<file path="src/rtl/mem_pkg.sv">
// Shared memory-subsystem types and default widths used by the RAM, the CPU and the
// RAM arbiter.
package mem_pkg;

    localparam int unsigned DEF_DATA_WIDTH = 16;
    localparam int unsigned DEF_ADDR_WIDTH = 9;

    typedef enum logic {
        CPU    = 1'b0,
        LOADER = 1'b1
    } master_e;

    typedef enum logic {
        CLEAR = 1'b0,
        ARB   = 1'b1
    } arb_state_e;

endpackage

</file>
<file path="src/rtl/rr_arbiter2.sv">
// Two-way round-robin grant between the CPU and the loader. The grant is combinational;
// the last winner is remembered so that the other master wins the next tie.
module rr_arbiter2
    import mem_pkg::*;
(
    input  logic clk,
    input  logic resetN,
    input  logic en,
    input  logic cpu_req,
    input  logic ld_req,
    output logic cpu_gnt,
    output logic ld_gnt
);

    master_e rr_last_q;

    always_comb begin
        cpu_gnt = 1'b0;
        ld_gnt  = 1'b0;
        if (en && resetN) begin
            if (cpu_req && ld_req) begin
                cpu_gnt = (rr_last_q == LOADER);
                ld_gnt  = (rr_last_q == CPU);
            end else begin
                cpu_gnt = cpu_req;
                ld_gnt  = ld_req;
            end
        end
    end

    // Reset to LOADER so the CPU wins the first tie.
    always_ff @(posedge clk) begin
        if (!resetN) begin
            rr_last_q <= LOADER;
        end else if (cpu_gnt) begin
            rr_last_q <= CPU;
        end else if (ld_gnt) begin
            rr_last_q <= LOADER;
        end
    end

endmodule

</file>
<file path="src/rtl/ram_arbiter.sv">
// Shares the CPU-side RAM port between the CPU and the loader, after optionally zeroing
// the screen region of RAM once reset is released.
module ram_arbiter
    import mem_pkg::*;
#(
    parameter int unsigned DATA_WIDTH     = DEF_DATA_WIDTH,
    parameter int unsigned ADDR_WIDTH     = DEF_ADDR_WIDTH,
    parameter int unsigned SCREEN_BASE    = 0,
    parameter int unsigned SCREEN_WORDS   = 384,
    parameter int unsigned CLEAR_ON_RESET = 1
) (
    input  logic                  clk,
    input  logic                  resetN,
    input  logic                  cpu_req,
    input  logic                  cpu_we,
    input  logic [ADDR_WIDTH-1:0] cpu_addr,
    input  logic [DATA_WIDTH-1:0] cpu_wdata,
    output logic                  cpu_stall,
    output logic                  cpu_rvalid,
    output logic [DATA_WIDTH-1:0] cpu_rdata,
    input  logic                  ld_req,
    input  logic                  ld_we,
    input  logic [ADDR_WIDTH-1:0] ld_addr,
    input  logic [DATA_WIDTH-1:0] ld_wdata,
    output logic                  ld_gnt,
    output logic                  ld_rvalid,
    output logic [DATA_WIDTH-1:0] ld_rdata,
    output logic [ADDR_WIDTH-1:0] ram_addr,
    output logic [DATA_WIDTH-1:0] ram_wdata,
    output logic                  ram_we,
    input  logic [DATA_WIDTH-1:0] ram_rdata,
    output logic                  clear_busy
);

    localparam int unsigned CNT_W = (SCREEN_WORDS > 0) ? $clog2(SCREEN_WORDS + 1) : 1;
    localparam arb_state_e RESET_STATE =
        (CLEAR_ON_RESET != 0 && SCREEN_WORDS != 0) ? CLEAR : ARB;

    arb_state_e            state_q, state_d;
    logic [CNT_W-1:0]      clr_cnt_q, clr_cnt_d;
    logic [ADDR_WIDTH-1:0] addr_q;
    logic                  cpu_rvalid_q, ld_rvalid_q;
    logic                  cpu_gnt;

    rr_arbiter2 u_rr_arbiter2 (
        .clk     (clk),
        .resetN  (resetN),
        .en      (state_q == ARB),
        .cpu_req (cpu_req),
        .ld_req  (ld_req),
        .cpu_gnt (cpu_gnt),
        .ld_gnt  (ld_gnt)
    );

    always_comb begin
        state_d    = state_q;
        clr_cnt_d  = clr_cnt_q;
        ram_we     = 1'b0;
        ram_addr   = addr_q;
        ram_wdata  = '0;
        clear_busy = 1'b0;
        unique case (state_q)
            CLEAR: begin
                ram_we     = 1'b1;
                ram_addr   = ADDR_WIDTH'(SCREEN_BASE) + ADDR_WIDTH'(clr_cnt_q);
                clear_busy = 1'b1;
                clr_cnt_d  = clr_cnt_q + 1'b1;
                if (clr_cnt_q == CNT_W'(SCREEN_WORDS - 1)) begin
                    state_d = ARB;
                end
            end
            ARB: begin
                if (cpu_gnt) begin
                    ram_we    = cpu_we;
                    ram_addr  = cpu_addr;
                    ram_wdata = cpu_wdata;
                end else if (ld_gnt) begin
                    ram_we    = ld_we;
                    ram_addr  = ld_addr;
                    ram_wdata = ld_wdata;
                end
            end
            default: ;
        endcase
        // Nothing may reach the RAM while reset is held, whatever the state register holds.
        if (!resetN) begin
            ram_we    = 1'b0;
            ram_addr  = '0;
            ram_wdata = '0;
        end
    end

    always_ff @(posedge clk) begin
        if (!resetN) begin
            state_q      <= RESET_STATE;
            clr_cnt_q    <= '0;
            addr_q       <= '0;
            cpu_rvalid_q <= 1'b0;
            ld_rvalid_q  <= 1'b0;
        end else begin
            state_q      <= state_d;
            clr_cnt_q    <= clr_cnt_d;
            addr_q       <= ram_addr;
            cpu_rvalid_q <= cpu_gnt & ~cpu_we;
            ld_rvalid_q  <= ld_gnt & ~ld_we;
        end
    end

    assign cpu_stall  = cpu_req & ~cpu_gnt;
    assign cpu_rvalid = cpu_rvalid_q;
    assign ld_rvalid  = ld_rvalid_q;
    assign cpu_rdata  = ram_rdata;
    assign ld_rdata   = ram_rdata;

endmodule

</file>
<file path="config.mk">
export PLATFORM = sky130hd
export DESIGN_NAME = ram_arbiter
export DESIGN_NICKNAME = d
export VERILOG_FILES = /design/src/rtl/mem_pkg.sv /design/src/rtl/rr_arbiter2.sv /design/src/rtl/ram_arbiter.sv
export SDC_FILE = /design/constraint.sdc
export NUM_CORES = 1
export LEC_CHECK = 0
export ABC_AREA = 0
export CAP_MARGIN = 40
export CORE_MARGIN = 2
export CORE_UTILIZATION = 33
export DETAILED_ROUTE_END_ITERATION = 8
export GPL_ROUTABILITY_DRIVEN = 0
export PLACE_DENSITY = 0.88
export SYNTH_ARGS = -nofsm -noshare
export SYNTH_HDL_FRONTEND = slang
export SYNTH_SLANG_ARGS = --single-unit
export TNS_END_PERCENT = 100
</file>
<file path="constraint.sdc">
create_clock -name clk -period 1.8 [get_ports clk]
set_clock_uncertainty 0.2 [all_clocks]
set_input_delay 0.18 -clock clk [delete_from_list [all_inputs] [get_ports clk]]
set_output_delay 0.18 -clock clk [all_outputs]
set_load 0.02 [all_outputs]
</file>
-- Word-level counts from Yosys, hierarchy flattened
Index checks and enable logic that the tools add are counted.
- register bits after elaboration: 22
- input bits: 72
- output and inout bits: 63
- word-level logic and storage cells: 40
- add/subtract/negate cells: 1
- equal/unequal tests: 1
- multiplexer cells: 21
- bitwise operators: 8
- reductions and logical operators: 3
- operators by type and width (kind ; count):
    $mux 16 ; 4
    $mux 9 ; 3
    $pmux 9 s2 ; 1
    $mux 1 ; 12
    $add 9x1->9 const B ; 1
    $eq 9x9->1 const B ; 1
    $not 1->1 ; 5
    $and 1x1->1 ; 3
    $logic_and 1x1->1 ; 2
    $pmux 1 s2 ; 1
    $reduce_bool 2->1 ; 1

-- Depth between registers and ports, before layout
- depth after elaboration: 7
- mapped depth: 5
- depth with buffers taken out: 4

-- By module
Synthesis repeated with hierarchy kept, for this count alone.
- cells, all modules: 208
- area total of the unflattened synthesis: 1657.8 µm²
- by module, submodules not included (module ; instances ; cells each ; area each (µm²) ; seq. area each (µm²)):
    ram_arbiter ; 1 ; 199 ; 1594.0 ; 420.4
    rr_arbiter2 ; 1 ; 9 ; 63.8 ; 20.0

-- Worst setup path after synthesis
Ideal clock, no wire load.
- path kind: register to output
- start: register state_q
- end: output port ram_addr[1]
- arrival: 1.544 ns
- data required time: 1.420 ns
- slack: -0.124 ns
- stages on the path, launching flop included: 5
- path buffers: 1
- path through: dfxtp_1 clkbuf_8 a31o_2 nor2_1 o41ai_1
- cells in the longest elaborated chain, start to end: 6
- elaborated cells between the ends (all ways): 8
- classes of those cells: mux (6); bitwise (1); reduce/logical (1)
- RTL lines (item ; line ; source):
    from (decl) ; ram_arbiter.sv:39 ; arb_state_e state_q, state_d;
    from (signal assigned) ; ram_arbiter.sv:101 ; state_q <= state_d;
    $logic_and 1x1->1 ; rr_arbiter2.sv:20 ; if (en && resetN) begin
    $mux 1 ; rr_arbiter2.sv:20 ;
    $mux 9 ; ram_arbiter.sv:77 ; end else if (ld_gnt) begin
    $mux 9 ; ram_arbiter.sv:73 ; if (cpu_gnt) begin
    $pmux 9 s2 * ; ram_arbiter.sv:62 ; unique case (state_q)
    $mux 9 * ; ram_arbiter.sv:86 ; if (!resetN) begin
    to (decl) ; ram_arbiter.sv:28 ; output logic [ADDR_WIDTH-1:0] ram_addr,
Mark *: on every way between the ends. The rest lies on a longest branch, timed or not.

-- Worst setup path in the final report
- start: register u_rr_arbiter2.rr_last_q
- end: output port ram_addr[7]
- cells in the longest elaborated chain, start to end: 7
- elaborated cells between the ends (all ways): 9
- classes of those cells: mux (8); bitwise (1)
- RTL lines (item ; line ; source):
    from (decl) ; rr_arbiter2.sv:15 ; master_e rr_last_q;
    from (signal assigned) ; rr_arbiter2.sv:34 ; rr_last_q <= LOADER;
    from (signal assigned) ; rr_arbiter2.sv:36 ; rr_last_q <= CPU;
    from (signal assigned) ; rr_arbiter2.sv:38 ; rr_last_q <= LOADER;
    $not 1->1 ; rr_arbiter2.sv:23 ; ld_gnt = (rr_last_q == CPU);
    $mux 1 ; rr_arbiter2.sv:21 ; if (cpu_req && ld_req) begin
    $mux 1 ; rr_arbiter2.sv:20 ;
    $mux 9 ; ram_arbiter.sv:77 ;
    $mux 9 * ; ram_arbiter.sv:73 ;
    $pmux 9 s2 * ; ram_arbiter.sv:62 ;
    $mux 9 * ; ram_arbiter.sv:86 ;
Marked as above.

==> impl_metrics.py <==
metrics = {
    "critical_path": {
        "cpLargestDelayFamily": "compound AO/OA/AOI/OAI gates",
        "cp.required_ns": 1.42,
        "r2r_end": "clr_cnt_q[8]",
        "startpoint": "u_rr_arbiter2.rr_last_q",
        "cp-start-kind": "flop",
        "cp_num_cells": 5,
        "path_cells": "a21bo_4 > buf_6 > nor2_1 > o41ai_1 > buf_2",
        "r2r_setup_slack_ns": 0.12,
        "rr_startpoint": "clr_cnt_q[1]",
        "crit_fanout": 8,
        "slowest_stage": "dfxtp_4",
        "slowest_delay_ns": 0.38,
        "cp-end-kind": "output pin",
        "reg2reg_depth": 4,
        "timing.critical_path.buf_inv": 2,
        "crit_type": "flop to output pin",
        "cp-endpoint": "ram_addr[7]",
        "critPathArrivalTime_ns": 1.60,
    },
    "route": {
        "highest_layer": "met4",
        "wl_met1_um": 2379,
        "via_per_inst": 5.329,
        "first_pass_iters": 4,
        "drt_iter0_markers": 118,
        "wl_per_cell_um": 17.34,
        "wl_um": 6487,
        "vias": 1993,
        "dr_wl_met2_um": 3425,
        "antenna_left": 0,
        "wl_met3_um": 491,
        "route.detailed.drc": 0,
    },
    "timing": {
        "period_share_pct": 110.3,
        "final_hold_viol_count": 0,
        "tns_ns": -2.029,
        "min_period_ns": 1.985,
        "rsz0062_at_grt": "true",
        "slew_headroom_pct": 70.27,
        "drv_slew": 0,
        "worst_slew_pin_slew_ns": 0.4402,
        "fmax_ghz": 0.5039,
        "setup_slack_ns": -0.1846,
        "setup_viol": 26,
    },
    "cts": {
        "cts_buffer_depth": 2,
        "cts.sinks": 22,
        "cts_made_buffers": 3,
        "clkSlewWorstSetupHoldPaths_ns": 0.08,
        "clock_latency_ns": 0.26,
        "root_buffer": "clkbuf_8",
        "htree_levels": 1,
        "cts_tree": "built",
    },
    "synth": {
        "syn_inst": 211,
        "synthTopCellsByArea": "dfxtp_1, buf_4, a32oi_1, o41ai_1, nor2_1",
        "yosysTopAreaCellShare_pct": 26.67,
        "synth.most_common_cell": "nor2_1",
        "synth_common_cells": "nor2_1, buf_4, dfxtp_1, nand2_1",
        "synth.distinct_cells": 39,
        "synth_ff_type": "dfxtp_1",
        "ys_seq_elements": 22,
        "synth_edf_count": 0,
        "yosys_warnings": 0,
        "yosysSeqAreaShare_pct": 26.67,
        "synth_fp_nets": 284,
        "synth_top_area_cell": "dfxtp_1",
        "synthArstFlopShare_pct": 0,
        "avgSynthCellArea_um2": 7.827,
        "netlist_area_um2": 1652,
    },
    "die": {
        "core-area_um2": 4786,
        "start_util_pct": 34.51,
        "ioPinCount": 135,
        "die_x_um": 74.75,
        "rows": 25,
        "die_h_um": 74.75,
        "die_area_um2": 5587,
    },
    "final_layout": {
        "final_core_util_pct": 62.98,
        "nets": 381,
        "num-fill-cells": 369,
        "areaGrowthSynthToFinish_pct": 82.50,
        "diodes": 0,
        "drive_gt1_share_pct": 42.02,
    },
    "placement": {
        "dpl.hpwl_um": 4304,
        "portBuffers": 86,
    },
    "power_and_ir_drop": {
        "p_leak_uw": 0.001253,
        "power.density_nw_per_um2": 408.8,
        "ir_drop_mv": 0.2187,
    },
    "global_route": {
        "grt_overflow_total": 0,
        "grt_pass1_wl_um": 8914,
        "antenna_found_initial": 0,
        "grt_max_degree": 18,
        "grtUsageTotal_pct": 20.38,
        "grt_pass1_vias": 1963,
    },
    "worst_hold_path": {
        "holdCritStartpoint": "ram_rdata[12]",
        "hold_depth": 0,
        "worstHoldPathType": "primary input to output pin",
    },
    "outcome": {
        "violations": "negative setup slack",
        "status": "finished, violations left",
    },
    "flow_run": {
        "drv_cap": 0,
    },
}
-- sequential cells by signal, summed over array words and instances, names as in the netlist --
register / count
cpu_rvalid: 1
addr_q: 9
ld_rvalid: 1
u_rr_arbiter2.rr_last_q: 1
state_q: 1
clr_cnt_q: 9
-- kinds of logic after synthesis --
family	after synthesis	share of synthesized area (%)
AO/OA/AOI/OAI	53	25.83
XOR/XNOR	2	1.061
adder cells (fa/ha/maj)	1	0.7575
buffers and inverters	50	20.61
flip-flops	22	26.67
multiplexers	2	1.212
AND/OR/NAND/NOR	81	23.86
-- repair_timing --
action,4_1_cts,5_1_grt
hold buffers,0,0
pin swaps,17,11
endpoints found under the hold margin,0,0
buffers inserted,4,2
endpoints found under the setup margin,29,28
resized for setup,171,41
gates cloned,2,1
-- layout by cell type, fill, tap and decap left out, types with 6 or more instances in the layout --
master,instances
o41ai_2,7
dfxtp_1,20
nand2_1,19
buf_6,15
a32oi_2,12
buf_4,56
nor2_2,6
clkdlybuf4s50_1,54
nor3b_1,8
o41ai_1,10
nor2_1,27
-- report_power, final --
group	internal, uW	leakage, uW	total [uW]	switching, uW
Combinational	224	0.00105	375	151
Clock	195	0.0000288	358	163
Sequential	493	0.000179	500	6.75
Total	912	0.00125	1230	320
-- area by class of cell --
class                      count  area, um2  area share [%]
timing repair buffer         138       1262           41.88
multi-input combinational    139       1150           38.15
sequential                    22      447.9           14.86
tap                           67      83.83           2.781
clock buffer                   4      55.05           1.826
inverter                       4      15.01          0.4981
-- layer usage --
layer	global-route usage, %	vias to the layer above
li1	-	944
met5	0	-
met2	40.41	85
met4	4.960	0
met3	3.347	19
met1	22.29	945
-- worst min path at each step --
stage,end
2_1_floorplan,cpu_rvalid
4_1_cts,cpu_rdata[8]
5_1_grt,cpu_rdata[15]
3_3_place_gp,cpu_rdata[8]
3_5_place_dp,cpu_rdata[8]
6_report,cpu_rdata[12]
-- worst register-to-register path, cell delays in order, from the launching register on --
cell	delay (ns)
dfxtp_1	0.41
ha_1	0.24
nand4b_2	0.19
or4_1	0.43
a21oi_1	0.15
-- metrics by stage --
stage / std cells / cell area [um2] / hold WS (ns) / setup slack (ns) / power (uW)
after floorplan: 211 / 1689 / 0.05931 / -0.1237 / 723.5
after global placement: 361 / 2644 / 0.1602 / -0.7394 / 809.7
after detailed placement: 361 / 2644 / 0.1602 / -0.7665 / 819.1
after CTS: 371 / 2829 / 0.1602 / -0.1155 / 1201
after global routing: 374 / 3014 / 0.1600 / -0.2182 / 1283
final: 374 / 3014 / 0.1600 / -0.1846 / 1232
(Power assumes the default switching activity.)
